[config.mk]
export PLATFORM = sky130hd
export DESIGN_NAME = muldiv_sequencer
export DESIGN_NICKNAME = d
export VERILOG_FILES = /design/src/rtl/muldiv_sequencer.sv
export SDC_FILE = /design/constraint.sdc
export NUM_CORES = 1
export LEC_CHECK = 0
export CAP_MARGIN = 15
export CORE_MARGIN = 2
export CORE_UTILIZATION = 40
export CTS_CLUSTER_DIAMETER = 50
export DETAILED_ROUTE_END_ITERATION = 8
export PLACE_DENSITY_LB_ADDON = 0.1
export RECOVER_POWER = 25
export SYNTH_ARGS = -nofsm -noshare
export SYNTH_HDL_FRONTEND = slang
export SYNTH_SLANG_ARGS = --single-unit
export TNS_END_PERCENT = 5
[constraint.sdc]
create_clock -name i_clk -period 6.5 [get_ports i_clk]
set_input_delay 0.65 -clock i_clk [delete_from_list [all_inputs] [get_ports i_clk]]
set_output_delay 0.65 -clock i_clk [all_outputs]
set_load 0.005 [all_outputs]
[src/rtl/muldiv_sequencer.sv]
// Iterative RV M-extension unit: shift-add multiply and restoring divide, one bit per cycle.
// Define MULDIV_EARLY_OUT_EN to retire zero-operand, divide-by-zero and MIN/-1 cases one cycle after accept.
module muldiv_sequencer #(
    parameter int DATA_WIDTH = 64
) (
    input  logic                  i_clk,
    input  logic                  i_arst,
    input  logic                  i_start,
    input  logic [2:0]            i_op,
    input  logic [DATA_WIDTH-1:0] i_src_1,
    input  logic [DATA_WIDTH-1:0] i_src_2,
    input  logic                  i_flush,
    output logic                  o_stall,
    output logic                  o_busy,
    output logic                  o_done,
    output logic [DATA_WIDTH-1:0] o_result
);
    localparam int CNT_WIDTH = $clog2(DATA_WIDTH);
    localparam logic [DATA_WIDTH-1:0] MIN_VAL = {1'b1, {(DATA_WIDTH-1){1'b0}}};

    typedef enum logic [1:0] {S_IDLE, S_CALC, S_DONE} state_t;

    state_t                  state_q, state_d;
    logic [CNT_WIDTH-1:0]    cnt_q, cnt_d;
    logic [DATA_WIDTH-1:0]   result_q, result_d;

    logic [2:0]              op_q;
    logic [DATA_WIDTH-1:0]   a_q;
    logic [DATA_WIDTH-1:0]   opnd_q;
    logic [2*DATA_WIDTH-1:0] prod_q;
    logic                    sa_q, sb_q, div0_q, ovf_q, zero_q;

    logic                    accept, done_fire;
    logic                    is_div, signed_a, signed_b, sa, sb;
    logic                    div0, ovf, zero, early;
    logic [DATA_WIDTH-1:0]   mag_a, mag_b;
    logic [2*DATA_WIDTH-1:0] prod_fix;
    logic [DATA_WIDTH-1:0]   quo_s, rem_s, res_comb;

    // Upper half accumulates the multiplicand while the multiplier shifts out of the low half.
    function automatic logic [2*DATA_WIDTH-1:0] mul_step(input logic [2*DATA_WIDTH-1:0] p,
                                                         input logic [DATA_WIDTH-1:0]   m);
        logic [DATA_WIDTH:0] sum;
        sum = {1'b0, p[2*DATA_WIDTH-1:DATA_WIDTH]} + (p[0] ? {1'b0, m} : '0);
        return {sum, p[DATA_WIDTH-1:1]};
    endfunction

    // Upper half is the partial remainder; the low half shifts dividend bits out and quotient bits in.
    function automatic logic [2*DATA_WIDTH-1:0] div_step(input logic [2*DATA_WIDTH-1:0] p,
                                                         input logic [DATA_WIDTH-1:0]   d);
        logic [DATA_WIDTH:0] rs, diff;
        rs   = {p[2*DATA_WIDTH-1:DATA_WIDTH], p[DATA_WIDTH-1]};
        diff = rs - {1'b0, d};
        if (!diff[DATA_WIDTH])
            return {diff[DATA_WIDTH-1:0], p[DATA_WIDTH-2:0], 1'b1};
        else
            return {rs[DATA_WIDTH-1:0], p[DATA_WIDTH-2:0], 1'b0};
    endfunction

    always_comb begin
        is_div   = i_op[2];
        signed_a = (i_op == 3'd1) || (i_op == 3'd2) || (i_op == 3'd4) || (i_op == 3'd6);
        signed_b = (i_op == 3'd1) || (i_op == 3'd4) || (i_op == 3'd6);
        sa       = signed_a & i_src_1[DATA_WIDTH-1];
        sb       = signed_b & i_src_2[DATA_WIDTH-1];
        mag_a    = sa ? -i_src_1 : i_src_1;
        mag_b    = sb ? -i_src_2 : i_src_2;
        div0     = is_div && (i_src_2 == '0);
        ovf      = is_div && !i_op[0] && (i_src_1 == MIN_VAL) && (i_src_2 == '1);
        zero     = is_div ? (i_src_1 == '0) : ((i_src_1 == '0) || (i_src_2 == '0));
        early    = div0 | ovf | zero;
        accept   = (state_q == S_IDLE) && i_start && !i_flush;
    end

    always_ff @(posedge i_clk or posedge i_arst) begin
        if (i_arst) begin
            state_q  <= S_IDLE;
            cnt_q    <= '0;
            result_q <= '0;
        end else begin
            state_q  <= state_d;
            cnt_q    <= cnt_d;
            result_q <= result_d;
        end
    end

    always_comb begin
        state_d = state_q;
        case (state_q)
            S_IDLE: begin
                if (accept) begin
`ifdef MULDIV_EARLY_OUT_EN
                    state_d = early ? S_DONE : S_CALC;
`else
                    state_d = S_CALC;
`endif
                end
            end
            S_CALC: begin
                if (i_flush)
                    state_d = S_IDLE;
                else if (cnt_q == '0)
                    state_d = S_DONE;
            end
            S_DONE:  state_d = S_IDLE;
            default: state_d = S_IDLE;
        endcase
    end

    always_comb begin
        cnt_d = cnt_q;
        if (accept)
            cnt_d = CNT_WIDTH'(DATA_WIDTH - 1);
        else if ((state_q == S_CALC) && (cnt_q != '0))
            cnt_d = cnt_q - 1'b1;
    end

    // Datapath registers carry no reset; they are only observed through the DONE result.
    always_ff @(posedge i_clk) begin
        if (accept) begin
            op_q   <= i_op;
            a_q    <= i_src_1;
            sa_q   <= sa;
            sb_q   <= sb;
            div0_q <= div0;
            ovf_q  <= ovf;
            zero_q <= zero;
            opnd_q <= is_div ? mag_b : mag_a;
            prod_q <= {{DATA_WIDTH{1'b0}}, (is_div ? mag_a : mag_b)};
        end else if (state_q == S_CALC) begin
            prod_q <= op_q[2] ? div_step(prod_q, opnd_q) : mul_step(prod_q, opnd_q);
        end
    end

    always_comb begin
        prod_fix = (sa_q ^ sb_q) ? -prod_q : prod_q;
        quo_s    = (sa_q ^ sb_q) ? -prod_q[DATA_WIDTH-1:0] : prod_q[DATA_WIDTH-1:0];
        rem_s    = sa_q ? -prod_q[2*DATA_WIDTH-1:DATA_WIDTH] : prod_q[2*DATA_WIDTH-1:DATA_WIDTH];
        res_comb = '0;
        case (op_q)
            3'd0:       res_comb = prod_fix[DATA_WIDTH-1:0];
            3'd1, 3'd2,
            3'd3:       res_comb = prod_fix[2*DATA_WIDTH-1:DATA_WIDTH];
            3'd4, 3'd5: res_comb = div0_q ? '1 : (ovf_q ? MIN_VAL : quo_s);
            default:    res_comb = div0_q ? a_q : (ovf_q ? '0 : rem_s);
        endcase
        if (zero_q && !div0_q)
            res_comb = '0;
    end

    always_comb begin
        done_fire = (state_q == S_DONE) && !i_flush;
        result_d  = done_fire ? res_comb : result_q;
        o_stall   = accept || (state_q == S_CALC);
        o_busy    = (state_q != S_IDLE);
        o_done    = done_fire;
        o_result  = done_fire ? res_comb : result_q;
    end

endmodule

==> results of run 1 <==
## layer usage
layer  share of wire  wire [um]  vias to the layer above  GRT usage
met5               0          0                        -          0
met4           0.043       5919                        0     0.1238
met3           0.092      12800                      265    0.05730
met2            0.41      57580                     1549     0.4776
met1            0.45      62630                    15329     0.4914
li1                -          -                    14681          -
## kinds of logic after synthesis
group / share of synthesized area
XOR/XNOR: 0.1153
multiplexers: 0.06011
AO/OA/AOI/OAI: 0.2493
AND/OR/NAND/NOR: 0.1828
buffers and inverters: 0.04861
flip-flops: 0.2890
adder cells (fa/ha/maj): 0.05497
## power by group through the flow
stage | Combinational (uW) | Sequential [uW] | Clock, uW
floorplan | 5740 | 3190 | 0
global placement | 8230 | 3780 | 0
detailed placement | 8160 | 3780 | 0
CTS | 8240 | 3740 | 3050
global route | 9100 | 3840 | 3130
finish | 8400 | 3810 | 3010
## sequential cells by signal (all words and copies together), names as in the netlist
register,flops
ovf_q,1
prod_q,128
op_q,3
zero_q,1
sb_q,1
result_q,64
opnd_q,64
cnt_q,6
div0_q,1
sa_q,1
state_q,2
a_q,64
## metrics by stage
stage                       util  cells  power [uW]
after floorplan                -   3932        8934
after global placement    0.4447   4975       12010
after detailed placement  0.4447   4976       11950
after CTS                 0.4690   5076       15030
after global routing      0.4692   5077       16070
final                     0.4693   5079       15230
## what timing repair did
item | in CTS | in global routing
pin swaps | 0 | 0
gates cloned | 0 | 0
setup buffers | 0 | 0
endpoints found under the setup margin | 1 | 7
endpoints found under the hold margin | 0 | 0
resized for setup | 1 | 8
## critical path, cell delays in order (launching register included)
cell and delay [ns]:
edfxtp_1 0.44, or4_1 0.59, or3_1 0.41, or4_1 0.68, or4_4 0.54, nor2_1 0.12
buf_4 0.25, nand4_1 0.35, o31ai_4 0.38, xnor2_1 0.19, a21oi_1 0.15, o31ai_2 0.33
clkdlybuf4s50_1 0.60
## Yosys cell counts, types with 86 or more instances
library cell  instances
nor2_1              369
a21oi_1             362
ha_1                135
nand2_1             389
o21ai_0             297
xnor2_1             206
clkbuf_1            258
xor2_1              208
nor3_1               95
edfxtp_1            200
mux2i_1             163
inv_1               109
a21o_1               86
## area by class of cell
class | count | share of cell area
Antenna cell | 2 | 0.0001374
Inverter | 114 | 0.01182
Tap cell | 1040 | 0.03573
Clock buffer | 55 | 0.03663
Timing Repair Buffer | 292 | 0.07456
Multi-Input combinational cell | 3195 | 0.5767
Sequential cell | 336 | 0.2496
Clock inverter | 45 | 0.01488
## path summary, 6_finish.rpt
path	startpoint	end	slack [ns]	cells after the start
max	prod_q[11]$_DFFE_PP_	o_result[52]	0.19	12
min	result_q[63]$_DFF_PP0_	result_q[63]$_DFF_PP0_	0.47	2
max reg2reg	prod_q[0]$_DFFE_PP_	prod_q[121]$_SDFFE_PP0P_	1.20	15
min reg2reg	result_q[63]$_DFF_PP0_	result_q[63]$_DFF_PP0_	0.47	2
max in group asynchronous	i_arst	cnt_q[1]$_DFFE_PP0P_	1.88	3
min in group asynchronous	i_arst	result_q[48]$_DFF_PP0_	0.60	2
==> out/metrics.cfg, run 1 <==
[logic_synthesis]
postSynthCellCount=3932
synth_top_area_cell=edfxtp_1
synth-edff-count=200
syn_area_sq_mm=0.03145
synth.top_cell.area_share=0.1909
ys_top_cells_by_area=edfxtp_1 19%, xor2_1 5.8%, a21oi_1 5.8%
syn_nets=4204
yosys_register_bits=336
synth_area_per_cell_sq_um=7.999
yosys.cell_types.count=86
synth_flop_cell=edfxtp_1
async_reset_ff_frac=0.2143
yosysWarnings=0
ys_seq_area_frac=0.2890

[global_route]
grtUsageTotal=0.3320
grt_overflow=0
grt_pass1_vias=29757
grt_pass1_wl_mm=202.1
antenna_found_initial=7
grt_max_degree=133

[clocking]
cts-root-buf=clkbuf_16
clk-insertion-delay-late_ns=0.64
clkSinkCount=336
cts_hold_buf=0
clk_path_buf_depth=3
h-tree-depth=2
cts_tree=yes
clk_pin_slew_ns=0.06
cts_made_buffers=53

[finish]
n_fill_cell=7955
drive_gt1_frac=0.06837
seq_area_sq_mm=0.009089
mostFrequentLayoutCells=387 x nand2_1, 365 x nor2_1, 361 x a21oi_1
layout.nets=4264
multi_input_area_sq_mm=0.02100
final_common_cell=nand2_1
fin_area_sq_mm=0.03641
syn2layout_area_growth_pct=15.77

[pwr]
powerDensity_mw_per_mm2=418.2
clkPwrFrac=0.198
intPower_uw=7988
p_seq_frac=0.250
peakVddDrop_uv=199.9
switchingPower_uw=7242
leakagePower_uw=0.01416
combPwrFrac=0.552
swShare=0.4755

[timing]
clock.fmax_ghz=0.1586
period_minus_slack_ns=6.307
drv_slew=390
layout_worst_path_cycle_share=0.9703
finalSetupViolations=0
hold_viol=0
grt_setup_unrepaired=no
setup-tns-final_ns=0
skew_ns=0.03523
layout_setup_ws_ns=0.1929
relSlewSlack=-1.495
worst_pin_slew_ns=3.742
whs_ns=0.4685

[floorplan]
core_sq_mm=0.07759
start_util=0.4054
die-height_um=284.4
ioPinCount=202
dieArea_sq_mm=0.08089
die_w_um=284.4
rows=102

[min_path]
hold_path.class=reg -> reg

[routing]
drt-pass1-iter-count=5
routed_wl_mm=138.9
drcViolationCount=0
wl_per_cell_um=27.35
drtAntennaViolNets=0
drtIter0Drc=3664
vias=31824
viasPerCell=6.266

[setup_path]
crit_path_end_kind=primary output
crit_arrival_ns=5.66
crit_type=reg -> out
worstPathRequired_ns=5.85
critPathMaxFanout=12
crit_path_start_kind=register

[placement]
dpl_cell_area_sq_mm=0.03451
place_congestion=0.9743
hpwl_mm=107.8
preCtsSetupSlack_ns=0.5537
port_buffers=201

[outcome]
violations=max-capacitance violations, max-slew violations
outcome=finished with violations

[flow_run]
drv_cap=6

Power figures use the tool's default switching activity.
==> run 2: changes to the inputs <==
--- a/config.mk
+++ b/config.mk
@@ -10,7 +10,7 @@
 export CORE_UTILIZATION = 40
 export CTS_CLUSTER_DIAMETER = 50
 export DETAILED_ROUTE_END_ITERATION = 8
-export PLACE_DENSITY_LB_ADDON = 0.1
+export PLACE_DENSITY = 0.66
 export RECOVER_POWER = 25
 export SYNTH_ARGS = -nofsm -noshare
 export SYNTH_HDL_FRONTEND = slang
==> constraint.sdc (replaced) <==
create_clock -name i_clk -period 7.3 [get_ports i_clk]
set_input_delay 1.46 -clock i_clk [delete_from_list [all_inputs] [get_ports i_clk]]
set_output_delay 1.46 -clock i_clk [all_outputs]
set_load 0.005 [all_outputs]
==> run 2 against run 1 <==
The flow still finishes with violations (max-capacitance violations, max-slew violations). Sequential share of layout area is 0.22 points higher. Largest cell class unchanged. Flip-flop and latch count unchanged. Cell count down 0.20%. Setup slack worse by 0.19 ns. Utilization shrank 0.41 points. Worst hold slack worse by 0.0014 ns. Register-to-register slack improved by 0.56 ns. Global-route usage shrank 1.1 points. First-iteration DRC count grew 3.6%. Non-clock buffer count rose by 3. Clock-buffer cell count did not move. Clock power decreased by 22%. Critical path type unchanged.
==> out/metrics.cfg, run 2 (synthesized netlist as in run 1, its figures left out) <==
[timing]
hold_viol=0  ; unchanged
period_minus_slack_ns=7.295
grt_setup_unrepaired=no
setup-tns-final_ns=0  ; unchanged
finalSetupViolations=0  ; unchanged
layout_worst_path_cycle_share=0.9993
clock.fmax_ghz=0.1371
relSlewSlack=-1.389  ; +0.1058
skew_ns=0.03270  ; -0.002528 ns
drv_slew=214  ; -45%
worst_pin_slew_ns=3.583  ; -0.1586 ns

[clocking]
cts_made_buffers=48  ; -9.4%
clk-insertion-delay-late_ns=0.62  ; -0.02 ns
clkSinkCount=336  ; unchanged
clk_path_buf_depth=3  ; unchanged
cts-root-buf=clkbuf_16
cts_tree=yes
clk_pin_slew_ns=0.06  ; about the same
cts_setup_buffers=0  ; unchanged
h-tree-depth=2  ; unchanged

[pwr]
leakagePower_uw=0.01402  ; -1.0%
powerDensity_mw_per_mm2=362.4  ; -13%
peakVddDrop_uv=227.9  ; +14%

[setup_path]
crit_path_end_kind=primary output
crit_type=reg -> out
crit_path_start_kind=register
worstPathRequired_ns=5.84  ; about the same
critPathMaxFanout=7  ; -5
crit_arrival_ns=5.83  ; +0.17 ns

[finish]
drive_gt1_frac=0.06478  ; -0.003587
syn2layout_area_growth_pct=14.75
layout.nets=4262  ; -0.047%
stdcell_count=5069  ; -0.20%
mostFrequentLayoutCells=387 x nand2_1, 366 x nor2_1, 361 x a21oi_1
largest-register=prod_q
largest_register_ffs=128  ; unchanged
final_common_cell=nand2_1
fin_area_sq_mm=0.03609  ; -0.88%
diodes=0  ; -2

[global_route]
grt_pass1_wl_mm=197.0  ; -2.6%
grt_overflow=0  ; unchanged
grt_pass1_vias=29855  ; +0.33%
antenna_found_initial=8  ; +1
grt_max_degree=82  ; -38%
grtUsageTotal=0.3213  ; -0.01064

[floorplan]
rows=102  ; unchanged
start_util=0.4054  ; unchanged
dieArea_sq_mm=0.08089  ; unchanged
ioPinCount=202  ; unchanged
core_sq_mm=0.07759  ; unchanged
die_w_um=284.4  ; unchanged
die-height_um=284.4  ; unchanged

[placement]
place_congestion=0.9959  ; +2.2%
place_inst=4979  ; +0.060%
port_buffers=201  ; unchanged
dpl_cell_area_sq_mm=0.03448  ; about the same
hpwl_mm=104.9  ; -2.7%

[routing]
wl_per_cell_um=26.63  ; -2.6%
drtIter0Drc=3795  ; +3.6%
drcViolationCount=0  ; unchanged
vias=31940  ; +0.36%
drtAntennaViolNets=0  ; unchanged
routed_wl_mm=135.0  ; -2.8%
drt-pass1-iter-count=6  ; +1
viasPerCell=6.301  ; +0.56%

[flow_run]
drv_cap=4  ; -2

[outcome]
outcome=finished with violations
violations=max-capacitance violations, max-slew violations

[min_path]
hold_path.class=reg -> reg

[run 2: routing by layer]
metal / GRT usage / vias to the layer above / share of wire
met5: 0 / - / 0.00018
met4: 0.1504 / 4 / 0.053
met3: 0.05457 / 310 / 0.093
met2: 0.4788 / 1690 / 0.43
met1: 0.4510 / 15299 / 0.43
li1: - / 14637 / -
[run 2: cell type report]
cell class | count | area (sq um)
fill | 7823 | 41500
multi-input combinational | 3195 | 20950
sequential | 336 | 9089
timing repair buffer | 295 | 2733
tap | 1040 | 1301
clock buffer | 55 | 1257
inverter | 114 | 434.2
clock inverter | 34 | 334.1
[run 2: metrics by stage]
step / setup slack [ns] / utilization / hold WS, ns / power, uW
floorplan: 0.9586 / - / 0.4554 / 7955
global placement: 0.6546 / 0.4443 / 0.4504 / 10520
detailed placement: 0.6480 / 0.4443 / 0.4538 / 10510
CTS: 0.09217 / 0.4648 / 0.4697 / 12900
global route: 0.001261 / 0.4652 / 0.5003 / 13800
finish: 0.005337 / 0.4652 / 0.4671 / 13080
[run 2: timing repair]
| item | CTS | global route |
|---|---|---|
| hold endpoints to repair | 0 | 0 |
| endpoints found under the setup margin | 0 | 3 |
| hold buffers | 0 | 0 |
| gates resized for setup | 0 | 2 |
[run 2: path summary, 6_finish.rpt]
| path | startpoint | to | slack (ns) | depth (start not counted) |
|---|---|---|---|---|
| max in group asynchronous | i_arst | cnt_q[3]$_DFFE_PP0P_ | 2.03 | 3 |
| min in group asynchronous | i_arst | result_q[16]$_DFF_PP0_ | 1.41 | 2 |
| hold reg to reg | result_q[7]$_DFF_PP0_ | result_q[7]$_DFF_PP0_ | 0.47 | 2 |
| hold / removal | result_q[7]$_DFF_PP0_ | result_q[7]$_DFF_PP0_ | 0.47 | 2 |
| setup reg to reg | prod_q[0]$_DFFE_PP_ | prod_q[117]$_SDFFE_PP0P_ | 1.76 | 15 |
| setup / recovery | prod_q[5]$_DFFE_PP_ | o_result[52] | 0.005 | 11 |
[run 2: critical path, stage by stage, from the launching register on]
cell	delay, ns
edfxtp_1	0.47
or4_4	0.56
or3_4	0.42
or4_1	0.66
or4_1	0.61
nor2_1	0.43
nand4_1	0.41
o31ai_1	0.38
xnor2_1	0.16
a21oi_1	0.14
o31ai_1	0.40
clkdlybuf4s50_1	0.59
[run 2: power by group]
part / internal (uW) / total [uW] / leakage [uW] / switching [uW]
combinational: 2930 / 7430 / 0.00993 / 4490
sequential: 2550 / 3310 / 0.00332 / 761
clock: 1340 / 2340 / 0.000764 / 1000
total: 6820 / 13100 / 0.0140 / 6260
==> patch, RTL diff (settings of run 2) <==
Set the parameter `DATA_WIDTH` to 32 (it was 64).
--- a/src/rtl/muldiv_sequencer.sv
+++ b/src/rtl/muldiv_sequencer.sv
@@ -3,3 +3,3 @@
 module muldiv_sequencer #(
-    parameter int DATA_WIDTH = 64
+    parameter int DATA_WIDTH = 32
 ) (
Ports: changed (resized i_src_1, i_src_2 and o_result); port bits go from 202 to 106. The function was not compared with the original's and may differ.
==> patch against run 2 <==
- highest routed layer is now met4
- die area is 50% lower
- area after synthesis shrank 51%
- sequential cell count shrank 161
- final area fell by 52%
- via count is 54% lower
- sequential power fell by 47%
- total power down 55%
- critical path depth down 4
- clock skew fell by 19 ps
- the flow still finishes with violations (capacitance limit, slew limit)
- wire length fell by 59%
- global-route usage is 5.2 points lower
- worst setup slack better by 870 ps
- core utilization is 0.45 points lower
==> patch: results (changes against run 2) <==
Post-synth EDFFs=104 (-48%); Final WS setup=872.2 ps (+866.8 ps); run status=finished with violations; H-Tree Depth=4 (+2); Worst Setup SP=i_flush; setup slack after placement=1240 ps (+592.4 ps); share of layout cells above drive strength 1=0.04704 (-0.01774); number of library cell types mapped by synthesis=79 (-8.1%); share of the yosys chip area belonging to registers=0.3070 (+0.01807); Max VDD drop=0.1534 mV (-33%); Register-to-Register Path Depth=13 (-2); PortBufs=105 (-48%); Synth area leaders=edfxtp_1 (20%), xnor2_1 (6.4%), dfrtp_1 (6.3%); reg2reg end=prod_q[53]$_SDFFE_PP0P_; vias in the first global route=14.09k (-53%); Num CTS Buffers=17 (-65%); Net Sw Frac=0.4623 (-0.01627); failing checks=capacitance limit, slew limit; synth cell count leaders=a21oi_1 (165), nor2_1 (165), nand2_1 (154); first-pass GRT wire length=84.16 mm (-57%); hpwl dp=42.05 mm (-60%); initial antenna violation count=0 (-8); WL/cell=22.96 um (-14%); Via Count=14.75k (-54%); drt initial violations=1453 (-62%); Worst Tran Pin Value=2776 ps (-807.7 ps); Final Max Tran Viols=222 (+3.7%); Layout Nets=2024 (-53%); Filler cells=3746 (-52%); crit path DAT=4970 ps (-860 ps); Hold Path Origin=result_q[6]$_DFF_PP0_; Clock Skews=13.38 ps (-19.32 ps); FF-to-FF setup slack=3090 ps (+1330 ps); CP endpoint=o_stall; Lkg Pwr=0.006746 uW (-52%); Worst Path Max Fanout=48 (+41); clock latency on the worst-skew pair=460 ps (-160 ps); worst hold path endpoint=result_q[6]$_DFF_PP0_; placer congestion estimate=0.9485 (-4.8%); clock tree buffer depth=2 (-1); GRT Util Overall=0.2692 (-0.05208); Largest register FFs=64 (-50%); Max Cap Viol=5 (+1); async set-reset flop share out of synthesis=0.2229 (+0.008571)
[patch: kinds of logic after synthesis]
family                     synth area share
AOI/OAI and AO/OA                    0.2405
xor gates and xnor gates             0.1208
adders and majority gates           0.06014
buffers and inverters               0.04912
DFF                                  0.3070
muxes                               0.05187
and+or+nand+nor                      0.1705
[patch: metrics by stage]
step                        util  hold WS (ps)  area [um2]  instances  power (uW)
after detailed placement  0.4455         459.3       16860       2372        4819
final                     0.4606         471.1       17430       2403        5854
after CTS                 0.4609         476.5       17440       2403        5788
after global placement    0.4455         458.1       16860       2372        4804
after floorplan                -         455.4       15440       1855        3807
after global routing      0.4606         497.1       17430       2403        6209
[patch: cell type report]
| type | count | area share |
|---|---|---|
| clock buffers | 18 | 0.02462 |
| clock inverters | 13 | 0.008757 |
| inverters | 71 | 0.01536 |
| multi-input cells | 1486 | 0.5729 |
| flip-flops and latches | 175 | 0.2719 |
| well taps | 511 | 0.03668 |
| repair buffers | 129 | 0.06984 |
[patch: power groups by stage]
stage | Sequential, uW | Clock (uW) | Combinational, uW
finish | 1740 | 944 | 3160
global route | 1770 | 989 | 3450
CTS | 1720 | 955 | 3110
detailed placement | 1740 | 0 | 3080
global placement | 1730 | 0 | 3070
floorplan | 1470 | 0 | 2340
[patch: per-layer routing]
layer  share of wire  track usage
met1            0.44       0.3640
met2            0.46       0.4368
met3           0.063      0.02808
met4           0.040       0.1193
met5               0            0
[patch: critical path: stages]
cell and delay [ps]:
dlygate4sd3_1 590, nor2_1 70, nand3b_1 120, clkinvlp_2 1490, nor2_1 550, inv_1 170, clkdlybuf4s50_1 480
